===== config.mk =====
export PLATFORM = sky130hd
export DESIGN_NAME = adc_capture_flat
export DESIGN_NICKNAME = d
export VERILOG_FILES = /design/src/rtl/adc_capture_pkg.sv /design/src/rtl/adc_capture_if.sv /design/src/rtl/adc_sync_fifo.sv /design/src/rtl/adc_capture.sv /design/src/flat_wrapper.sv
export SDC_FILE = /design/constraint.sdc
export NUM_CORES = 1
export LEC_CHECK = 0
export BUFFER_PORTS_ARGS = -buffer_cell sky130_fd_sc_hd__buf_2
export CAP_MARGIN = 20
export CORE_ASPECT_RATIO = 1.2
export CORE_UTILIZATION = 34
export CTS_BUF_LIST = sky130_fd_sc_hd__clkbuf_4
export DETAILED_ROUTE_END_ITERATION = 10
export HOLD_SLACK_MARGIN = 0.03
export PLACE_DENSITY = 0.56
export SLEW_MARGIN = 20
export SYNTH_ARGS = -nofsm -noshare
export SYNTH_HDL_FRONTEND = slang
export SYNTH_SLANG_ARGS = --single-unit
export TNS_END_PERCENT = 30

===== constraint.sdc =====
create_clock -name sys_clk_pin -period 7.8 [get_ports sys_clk_pin]
set_input_delay 0.78 -clock sys_clk_pin [delete_from_list [all_inputs] [get_ports sys_clk_pin]]
set_output_delay 0.78 -clock sys_clk_pin [all_outputs]
set_load 0.05 [all_outputs]

===== src/rtl/adc_capture_pkg.sv =====
// Shared types for the ADC capture block: FSM states and the captured sample word.
package adc_capture_pkg;

   typedef enum logic [1:0] {
      ST_IDLE   = 2'd0,
      ST_WARMUP = 2'd1,
      ST_RUN    = 2'd2
   } state_t;

   localparam int unsigned SAMPLE_W = 11;

   // Bit 0 is the OTR flag, bits 1..10 are ADC data with bit 1 as MSB.
   typedef logic [0:SAMPLE_W-1] sample_t;

endpackage


===== src/rtl/adc_capture_if.sv =====
// Host-side control and FIFO read bus of adc_capture.
interface adc_capture_if
   import adc_capture_pkg::*;
#(
   parameter int unsigned FIFO_AWIDTH = 4
);
   logic                 ctrl_en;
   logic                 ctrl_flush;
   logic                 ovf_clr;
   logic                 rd_en;
   sample_t              rd_data;
   logic                 empty;
   logic                 full;
   logic                 overflow;
   logic [FIFO_AWIDTH:0] count;

   modport master (
      output ctrl_en, ctrl_flush, ovf_clr, rd_en,
      input  rd_data, empty, full, overflow, count
   );

   modport slave (
      input  ctrl_en, ctrl_flush, ovf_clr, rd_en,
      output rd_data, empty, full, overflow, count
   );
endinterface


===== src/rtl/adc_sync_fifo.sv =====
// Single-clock sample FIFO with flush, sticky overflow and registered read data.
module adc_sync_fifo #(
   parameter int unsigned WIDTH  = 11,
   parameter int unsigned AWIDTH = 4
) (
   input  logic             clk,
   input  logic             rst_n,
   input  logic             flush,
   input  logic             ovf_clr,
   input  logic             push,
   input  logic [0:WIDTH-1] push_data,
   input  logic             pop,
   output logic [0:WIDTH-1] rd_data,
   output logic             empty,
   output logic             full,
   output logic             overflow,
   output logic [AWIDTH:0]  count
);
   localparam int unsigned DEPTH = 1 << AWIDTH;
   localparam logic [AWIDTH:0] FULL_CNT = {1'b1, {AWIDTH{1'b0}}};

   logic [0:WIDTH-1]  mem [DEPTH];
   logic [AWIDTH-1:0] wr_ptr;
   logic [AWIDTH-1:0] rd_ptr;
   logic              do_push;
   logic              do_pop;
   logic              ovf_evt;

   assign empty = (count == '0);
   assign full  = (count == FULL_CNT);

   // A pop frees a slot in the same cycle, so push-while-full with a pop is accepted.
   always_comb begin
      do_pop  = pop && !empty && !flush;
      do_push = push && !flush && (!full || do_pop);
      ovf_evt = push && !flush && full && !do_pop;
   end

   always_ff @(posedge clk or negedge rst_n) begin
      if (!rst_n) begin
         wr_ptr   <= '0;
         rd_ptr   <= '0;
         count    <= '0;
         overflow <= 1'b0;
         rd_data  <= '0;
      end else begin
         if (flush) begin
            wr_ptr <= '0;
            rd_ptr <= '0;
            count  <= '0;
         end else begin
            if (do_push) wr_ptr <= wr_ptr + AWIDTH'(1);
            if (do_pop) begin
               rd_ptr  <= rd_ptr + AWIDTH'(1);
               rd_data <= mem[rd_ptr];
            end
            case ({do_push, do_pop})
               2'b10:   count <= count + (AWIDTH+1)'(1);
               2'b01:   count <= count - (AWIDTH+1)'(1);
               default: count <= count;
            endcase
         end
         if (ovf_evt)      overflow <= 1'b1;
         else if (ovf_clr) overflow <= 1'b0;
      end
   end

   always_ff @(posedge clk) begin
      if (do_push) mem[wr_ptr] <= push_data;
   end

endmodule


===== src/rtl/adc_capture.sv =====
// Parallel ADC front end: generates the sample clock, discards the pipeline
// warm-up samples after each start and queues captured words in a FIFO.
module adc_capture
   import adc_capture_pkg::*;
#(
   parameter int unsigned CLK_DIV     = 4,
   parameter int unsigned ADC_LATENCY = 5,
   parameter int unsigned FIFO_AWIDTH = 4
) (
   input  logic        sys_clk_pin,
   input  logic        sys_rst_pin,
   output logic        S_Clk_pin,
   input  logic [0:9]  S_Data_pin,
   input  logic        S_OTR_pin,
   output logic        S_PWRDN_pin,
   adc_capture_if.slave bus
);
   localparam int unsigned DIV_W = $clog2(CLK_DIV);
   localparam int unsigned WRM_W = (ADC_LATENCY < 1) ? 1 : $clog2(ADC_LATENCY + 1);
   localparam logic [DIV_W-1:0] DIV_LAST = DIV_W'(CLK_DIV - 1);
   localparam logic [DIV_W-1:0] DIV_HALF = DIV_W'(CLK_DIV / 2);
   localparam logic [WRM_W-1:0] WRM_LOAD = WRM_W'(ADC_LATENCY);
   localparam logic [WRM_W-1:0] WRM_ONE  = WRM_W'(1);

   state_t           state, state_nxt;
   logic [DIV_W-1:0] div_cnt, div_nxt;
   logic [WRM_W-1:0] wrm_cnt, wrm_nxt;
   logic             strobe;
   logic             push_pend;
   sample_t          cap_word;

   always_comb begin
      state_nxt = state;
      wrm_nxt   = wrm_cnt;
      div_nxt   = '0;
      strobe    = bus.ctrl_en && (state != ST_IDLE) && (div_cnt == DIV_LAST);

      case (state)
         ST_IDLE: begin
            if (bus.ctrl_en) begin
               state_nxt = ST_WARMUP;
               wrm_nxt   = WRM_LOAD;
            end
         end
         ST_WARMUP: begin
            if (!bus.ctrl_en) begin
               state_nxt = ST_IDLE;
            end else if (strobe) begin
               wrm_nxt = wrm_cnt - WRM_ONE;
               if (wrm_cnt <= WRM_ONE) state_nxt = ST_RUN;
            end
         end
         ST_RUN: begin
            if (!bus.ctrl_en) state_nxt = ST_IDLE;
         end
         default: state_nxt = ST_IDLE;
      endcase

      // Divider runs only while staying active, so it reads 0 on entry and throughout IDLE.
      if (state != ST_IDLE && state_nxt != ST_IDLE)
         div_nxt = (div_cnt == DIV_LAST) ? '0 : div_cnt + DIV_W'(1);
   end

   always_ff @(posedge sys_clk_pin or negedge sys_rst_pin) begin
      if (!sys_rst_pin) begin
         state       <= ST_IDLE;
         div_cnt     <= '0;
         wrm_cnt     <= '0;
         S_Clk_pin   <= 1'b0;
         S_PWRDN_pin <= 1'b1;
         cap_word    <= '0;
         push_pend   <= 1'b0;
      end else begin
         state       <= state_nxt;
         div_cnt     <= div_nxt;
         wrm_cnt     <= wrm_nxt;
         S_Clk_pin   <= (state_nxt != ST_IDLE) && (div_nxt < DIV_HALF);
         S_PWRDN_pin <= (state_nxt == ST_IDLE);
         if (strobe) cap_word <= {S_OTR_pin, S_Data_pin};
         push_pend   <= strobe && (state == ST_RUN);
      end
   end

   adc_sync_fifo #(
      .WIDTH  (SAMPLE_W),
      .AWIDTH (FIFO_AWIDTH)
   ) u_fifo (
      .clk       (sys_clk_pin),
      .rst_n     (sys_rst_pin),
      .flush     (bus.ctrl_flush),
      .ovf_clr   (bus.ovf_clr),
      .push      (push_pend && bus.ctrl_en),
      .push_data (cap_word),
      .pop       (bus.rd_en),
      .rd_data   (bus.rd_data),
      .empty     (bus.empty),
      .full      (bus.full),
      .overflow  (bus.overflow),
      .count     (bus.count)
   );

endmodule


===== src/flat_wrapper.sv =====
// flat-port wrapper written by rule: the top's interface ports become plain ports
module adc_capture_flat import adc_capture_pkg::*;
#(
   parameter int unsigned CLK_DIV     = 4,
   parameter int unsigned ADC_LATENCY = 5,
   parameter int unsigned FIFO_AWIDTH = 4
)
  (sys_clk_pin, sys_rst_pin, S_Clk_pin, S_Data_pin, S_OTR_pin, S_PWRDN_pin, bus_ctrl_en, bus_ctrl_flush, bus_ovf_clr, bus_rd_en, bus_rd_data, bus_empty, bus_full, bus_overflow, bus_count);
  adc_capture_if #(.FIFO_AWIDTH(FIFO_AWIDTH)) bus_i ();
  input  logic sys_clk_pin;
  input  logic sys_rst_pin;
  output logic S_Clk_pin;
  input  logic [0:9] S_Data_pin;
  input  logic S_OTR_pin;
  output logic S_PWRDN_pin;
  input wire logic [$bits(bus_i.ctrl_en)-1:0] bus_ctrl_en;
  input wire logic [$bits(bus_i.ctrl_flush)-1:0] bus_ctrl_flush;
  input wire logic [$bits(bus_i.ovf_clr)-1:0] bus_ovf_clr;
  input wire logic [$bits(bus_i.rd_en)-1:0] bus_rd_en;
  output wire logic [$bits(bus_i.rd_data)-1:0] bus_rd_data;
  output wire logic [$bits(bus_i.empty)-1:0] bus_empty;
  output wire logic [$bits(bus_i.full)-1:0] bus_full;
  output wire logic [$bits(bus_i.overflow)-1:0] bus_overflow;
  output wire logic [$bits(bus_i.count)-1:0] bus_count;
  assign bus_i.ctrl_en = bus_ctrl_en;
  assign bus_i.ctrl_flush = bus_ctrl_flush;
  assign bus_i.ovf_clr = bus_ovf_clr;
  assign bus_i.rd_en = bus_rd_en;
  assign bus_rd_data = bus_i.rd_data;
  assign bus_empty = bus_i.empty;
  assign bus_full = bus_i.full;
  assign bus_overflow = bus_i.overflow;
  assign bus_count = bus_i.count;
  adc_capture #(.CLK_DIV(CLK_DIV), .ADC_LATENCY(ADC_LATENCY), .FIFO_AWIDTH(FIFO_AWIDTH)) u_core (.sys_clk_pin(sys_clk_pin), .sys_rst_pin(sys_rst_pin), .S_Clk_pin(S_Clk_pin), .S_Data_pin(S_Data_pin), .S_OTR_pin(S_OTR_pin), .S_PWRDN_pin(S_PWRDN_pin), .bus(bus_i));
endmodule

---- Yosys cells after proc, flatten, opt, wreduce, memory -nomap -nowiden ----
Memory sizes are Yosys's and may differ from the RTL's. A register that Yosys moved wholly into a read port is not among the register bits.
Index checks and enable logic that the tools add are counted.
W data, S select, Z words.
operators by class
  add/subtract/negate cells ............... 6
  order comparisons ....................... 2
  equality and inequality tests ........... 9
  mux-type cells .......................... 22
  bitwise operators ....................... 1
  reductions and logical operators ........ 30
operator list
  kind                   count
  $mux W4                4
  $mux W2                7
  $logic_and A1 B1 Y1    12
  $reduce_bool A2 Y1     6
  $pmux W5 S2            1
  $mux W3                3
  $add A4 B1 Y4 const B  2
  $eq A2 B2 Y1 const B   3
  $pmux W2 S3            1
  $pmux W3 S2            1
  $add A5 B1 Y5 const B  1
  $eq A5 B5 Y1 const B   1
  $logic_not A1 Y1       5
  $logic_not A5 Y1       1
  $mux W5                1
  $sub A5 B1 Y5 const B  1
  $eq A2 B1 Y1 const B   2
  $logic_not A2 Y1       2
  $mux W1                4
  $ne A2 B2 Y1 const B   2
  $reduce_and A4 Y1      1
  $le A3 B1 Y1 const B   1
  $reduce_bool A3 Y1     1
  $sub A3 B1 Y3 const B  1
  other kinds (6)        6
word-level totals
  flip-flop bits (word level) ............. 35
  memory bits (writable) .................. 176
  output and inout bits ................... 21
  word-level logic and storage cells ...... 82
  memories ................................ 1
memories
  name               words  width  read ports  clocked after Yosys merged registers in  wr ports  RTL line             source
  u_core.u_fifo.mem  16     11     1           1                                        1         adc_sync_fifo.sv:22  logic [0:WIDTH-1] mem [DEPTH];

---- Logic depth before layout (Yosys ltp) ----
  word-level depth ........................ 11
  depth in mapped cells ................... 11

---- Modules after synthesis ----
From an unflattened synthesis, not the netlist that was laid out.
second synthesis, totals
  cell total of the unflattened synthesis .. 490
  area, all modules ....................... 9075.0 um^2
by module, submodules not included
  module         times used  cells each  area each (um^2)  seq. area each (um^2)
  adc_sync_fifo  1           416         8090.3            5910.7
  adc_capture    1           74          984.7             526.8

---- Worst setup path before layout ----
Ideal clock, no wire load.
  path kind ............................... input to register
  start ................................... in bus_ctrl_en
  end ..................................... mem u_core.u_fifo.mem[3][0] in the netlist's numbering, enable pin
  arrival ................................. 2.652 ns
  data required time ...................... 7.392 ns
  setup slack ............................. 4.740 ns
  cell stages on the path ................. 5
  path buffers ............................ 2
  cell sequence ........................... buf_2 > nand2_1 > a311o_1 > buf_2 > nor4_1
between the ends
  cells in the longest elaborated chain, start to end .. 5
ends and longest elaborated chain
  item                              RTL line             source
  from (decl)                       flat_wrapper.sv:16   input wire logic [$bits(bus_i.ctrl_en)-1:0] bus_ctrl_en;
  $logic_and A1 B1 Y1               adc_capture.sv:92    .push (push_pend && bus.ctrl_en),
  $logic_and A1 B1 Y1 (2 in a row)  adc_sync_fifo.sv:35  do_push = push && !flush && (!full || do_pop);
  $mux W1                           adc_sync_fifo.sv:69  if (do_push) mem[wr_ptr] <= push_data;
  $mux W1 (implied by the code)     adc_sync_fifo.sv:69
  to (decl)                         adc_sync_fifo.sv:22
No other way between the ends.

---- Worst setup path after layout ----
  start ................................... reg u_core.u_fifo.count[4]
  end ..................................... reg u_core.u_fifo.count[4]
between the ends
  cells in the longest elaborated chain, start to end .. 9
ends and longest elaborated chain
  item                                                 RTL line             source
  from (decl)                                          adc_sync_fifo.sv:17  output logic [AWIDTH:0] count
  from (signal assigned)                               adc_sync_fifo.sv:58  2'b10: count <= count + (AWIDTH+1)'(1);
  from (signal assigned)                               adc_sync_fifo.sv:59  2'b01: count <= count - (AWIDTH+1)'(1);
  from (signal assigned)                               adc_sync_fifo.sv:60  default: count <= count;
  $logic_not A5 Y1                                     adc_sync_fifo.sv:29  assign empty = (count == '0);
  $logic_not A1 Y1                                     adc_sync_fifo.sv:34  do_pop = pop && !empty && !flush;
  $logic_and A1 B1 Y1 (2 in a row)                     adc_sync_fifo.sv:34
  $logic_or A1 B1 Y1                                   adc_sync_fifo.sv:35
  $logic_and A1 B1 Y1                                  adc_sync_fifo.sv:35
  $eq A2 B1 Y1 / $eq A2 B2 Y1 (equally long branches)  adc_sync_fifo.sv:57  case ({do_push, do_pop})
  $pmux W5 S2                                          adc_sync_fifo.sv:57
  $mux W5                                              adc_sync_fifo.sv:47  if (flush) begin
Parallel ways exist; a longest one is shown, timed or not.
A chain may end at the register's enable or synchronous reset.

==> flow_summary.json <==
{
  "synth.avg_cell_area_um2": 18.3,
  "ctsHoldBuffers": 0,
  "grt_overflow": 0,
  "synth_nets": 519,
  "die_area_um2": 27000,
  "grt_setup_unrepaired": "false",
  "core.rowCount": 64,
  "synthFlopType": "edfxtp_1",
  "slowest_stage": "a21oi_2",
  "p_leak_nw": 3.57,
  "criticalPathCategory": "flop to flop",
  "async_flop_share_pct": 20.7,
  "layout_commonest_cell": "edfxtp_1",
  "worst_hold_path_type": "input port to async pin",
  "wl_mm": 17.1,
  "cp_slowest_stage_delay_ps": 850,
  "peakVddDrop_mv": 0.0900,
  "powerDensity_nw_per_um2": 286,
  "fmax_mhz": 305,
  "syn_inst": 490,
  "vias": 4602,
  "maxSlewViolCount": 0,
  "synth_top_area_share_pct": 58.9,
  "rr_worst_depth": 9,
  "layout_setup_ws_ps": 4520,
  "timing.final.crit_period_ps": 3280,
  "start_util_pct": 34.9,
  "die_h_um": 180,
  "drt-vias-per-instance": 4.93,
  "crit_required_ps": 8370,
  "cp.arrival_ps": 3850,
  "setup_viol": 0,
  "fin_crit_sh_pct": 42.0,
  "dpl.hpwl_mm": 10.6,
  "wire_per_inst_um": 18.3,
  "start_kind": "flop",
  "multi_input_area_um2": 2370,
  "synth_area_leaders": "edfxtp_1, dfrtp_1, mux4_2, mux2_2, o22ai_1",
  "cts_htree_levels": 2,
  "maxSlewHeadroom_pct": 31.1,
  "core_area_um2": 25700,
  "cp_cell_sequence": "inv_1 -> a21oi_2 -> nand2_1 -> inv_1 -> ha_1 -> nor2b_1 -> o21a_1 -> or4_1 -> nand4_1",
  "postCtsSetupBuffers": 0,
  "ant_nets": 0,
  "grt_pass1_wl_mm": 26.8,
  "num-nets-final": 592,
  "drc": 0,
  "ys_seq_area_share_pct": 71.8,
  "crit_path_end_kind": "flop",
  "tns_ps": 0,
  "status": "finished clean",
  "hold_viol_final": 0,
  "numCtsBuffers": 51,
  "die_x_um": 150,
  "cts_tree": "done",
  "grt_max_degree": 48,
  "cts_sinks": 222,
  "io_pins": 38,
  "cts_buffer_depth": 3,
  "portBuffers": 37,
  "skew_ps": 45.6,
  "antenna_found_initial": 1,
  "max-cap-violations": 0,
  "cts_root_buf": "clkbuf_4",
  "fillers": 2313,
  "clk_pin_slew_ps": 70,
  "place_ws_ps": 4160,
  "ys_ff_latch": 222,
  "drive_gt1_share_pct": 34.2,
  "grtUsageTotal_pct": 13.2,
  "drt_first_pass_iters": 4,
  "synth_area_um2": 8970,
  "yosys_warnings": 0,
  "gp_congestion": 0.827,
  "insertion_delay_ps": 670,
  "yosysUniqueCellTypes": 54,
  "cts_resized": 0,
  "synth_area_leader_cell": "edfxtp_1",
  "seqCellArea_um2": 6440,
  "layout_common_cells": "edfxtp_1, clkbuf_4, mux4_2, dfrtp_1, buf_2",
  "synth_edf_count": 176,
  "worst_slew_pin_slew_ps": 1030,
  "drt_iter0_markers": 181,
  "syn2layout_area_growth_pct": 13.4,
  "crit_fanout": 23,
  "power_mw": 2.91,
  "critPathMostFrequentCell": "inv_1",
  "grt_pass1_vias": 4869
}
## logic make-up after synthesis
logic type / synth area share [%]
flops: 71.8
compound gates: 5.04
buf+inv: 2.09
fa+ha+maj: 1.76
simple gates: 4.34
xor+xnor: 0.488
mux: 14.5
## synthesized netlist by cell type (4+ instances only)
cell type,n
a21oi_1,18
and2_1,8
buf_2,6
clkbuf_1,14
dfrtp_1,45
edfxtp_1,176
ha_1,11
inv_1,17
mux2_2,22
mux4_2,44
nand2_1,11
nand3_1,4
nor2_1,19
nor2b_1,6
nor4_1,5
o21ai_0,5
o22ai_1,23
## critical path: cells and delay by family (launching register included)
family / cells / cell delay (ps)
buffers and inverters: 2 / 360
adder cells (fa/ha/maj): 1 / 270
AND/OR/NAND/NOR: 4 / 960
AO/OA/AOI/OAI: 2 / 1040
flip-flops: 1 / 580
## report_power, final
part           leakage [nW]  internal (mW)  total [mW]  switching [mW]
sequential             2.22           1.33        1.41          0.0730
combinational         0.978          0.244       0.632           0.387
clock                 0.371          0.437       0.872           0.435
## per-layer routing
layer | up-vias | global-route usage, % | wire length, µm
li1 | 2129 | - | -
met2 | 105 | 22.6 | 8950
met5 | - | 0 | 0
met4 | 0 | 5.45 | 377
met1 | 2334 | 15.9 | 7000
met3 | 34 | 2.82 | 753
## worst paths after layout
| path | start | to | slack (ps) |
|---|---|---|---|
| min in group sys_clk_pin | S_Data_pin[7] | u_core.cap_word[2] | 350 |
| hold / removal | sys_rst_pin | u_core.u_fifo.rd_data[3] | 230 |
| setup / recovery | u_core.u_fifo.count[4] | u_core.u_fifo.count[4] | 4520 |
| max in group asynchronous | sys_rst_pin | u_core.u_fifo.rd_ptr[0] | 7080 |
| setup reg to reg | u_core.u_fifo.count[4] | u_core.u_fifo.count[4] | 4520 |
| hold reg to reg | u_core.div_cnt[0] | u_core.div_cnt[0] | 440 |
## sequential cells by signal, summed over array words and instances, names as in the netlist
| signal | cells |
|---|---|
| u_core.push_pend | 1 |
| u_core.S_Clk_pin | 1 |
| u_core.wrm_cnt | 3 |
| u_core.u_fifo.wr_ptr | 4 |
| u_core.cap_word | 11 |
| u_core.u_fifo.overflow | 1 |
| u_core.u_fifo.mem | 176 |
| u_core.u_fifo.rd_data | 11 |
| u_core.u_fifo.count | 5 |
| u_core.state | 2 |
| u_core.div_cnt | 2 |
| u_core.S_PWRDN_pin | 1 |
| u_core.u_fifo.rd_ptr | 4 |
## per-stage QoR
step           cell area [µm²]  hold slack [ps]  instances  utilization [%]
6_report                 10200              231        933             39.6
4_1_cts                  10200              209        932             39.6
2_1_floorplan             8970              412        490                -
5_1_grt                  10200              255        933             39.6
3_3_place_gp              9540              425        840             37.1
3_5_place_dp              9540              426        840             37.1
## layout make-up
cell class | instances | area share [%]
diodes | 1 | 0.0246
clock inverters | 18 | 0.750
flip-flops and latches | 222 | 63.3
repair buffers | 45 | 2.41
inverters | 17 | 0.627
well taps | 330 | 4.06
multi-input cells | 226 | 23.3
clock buffers | 74 | 5.46
No activity file was read; power rests on OpenSTA's default activity.
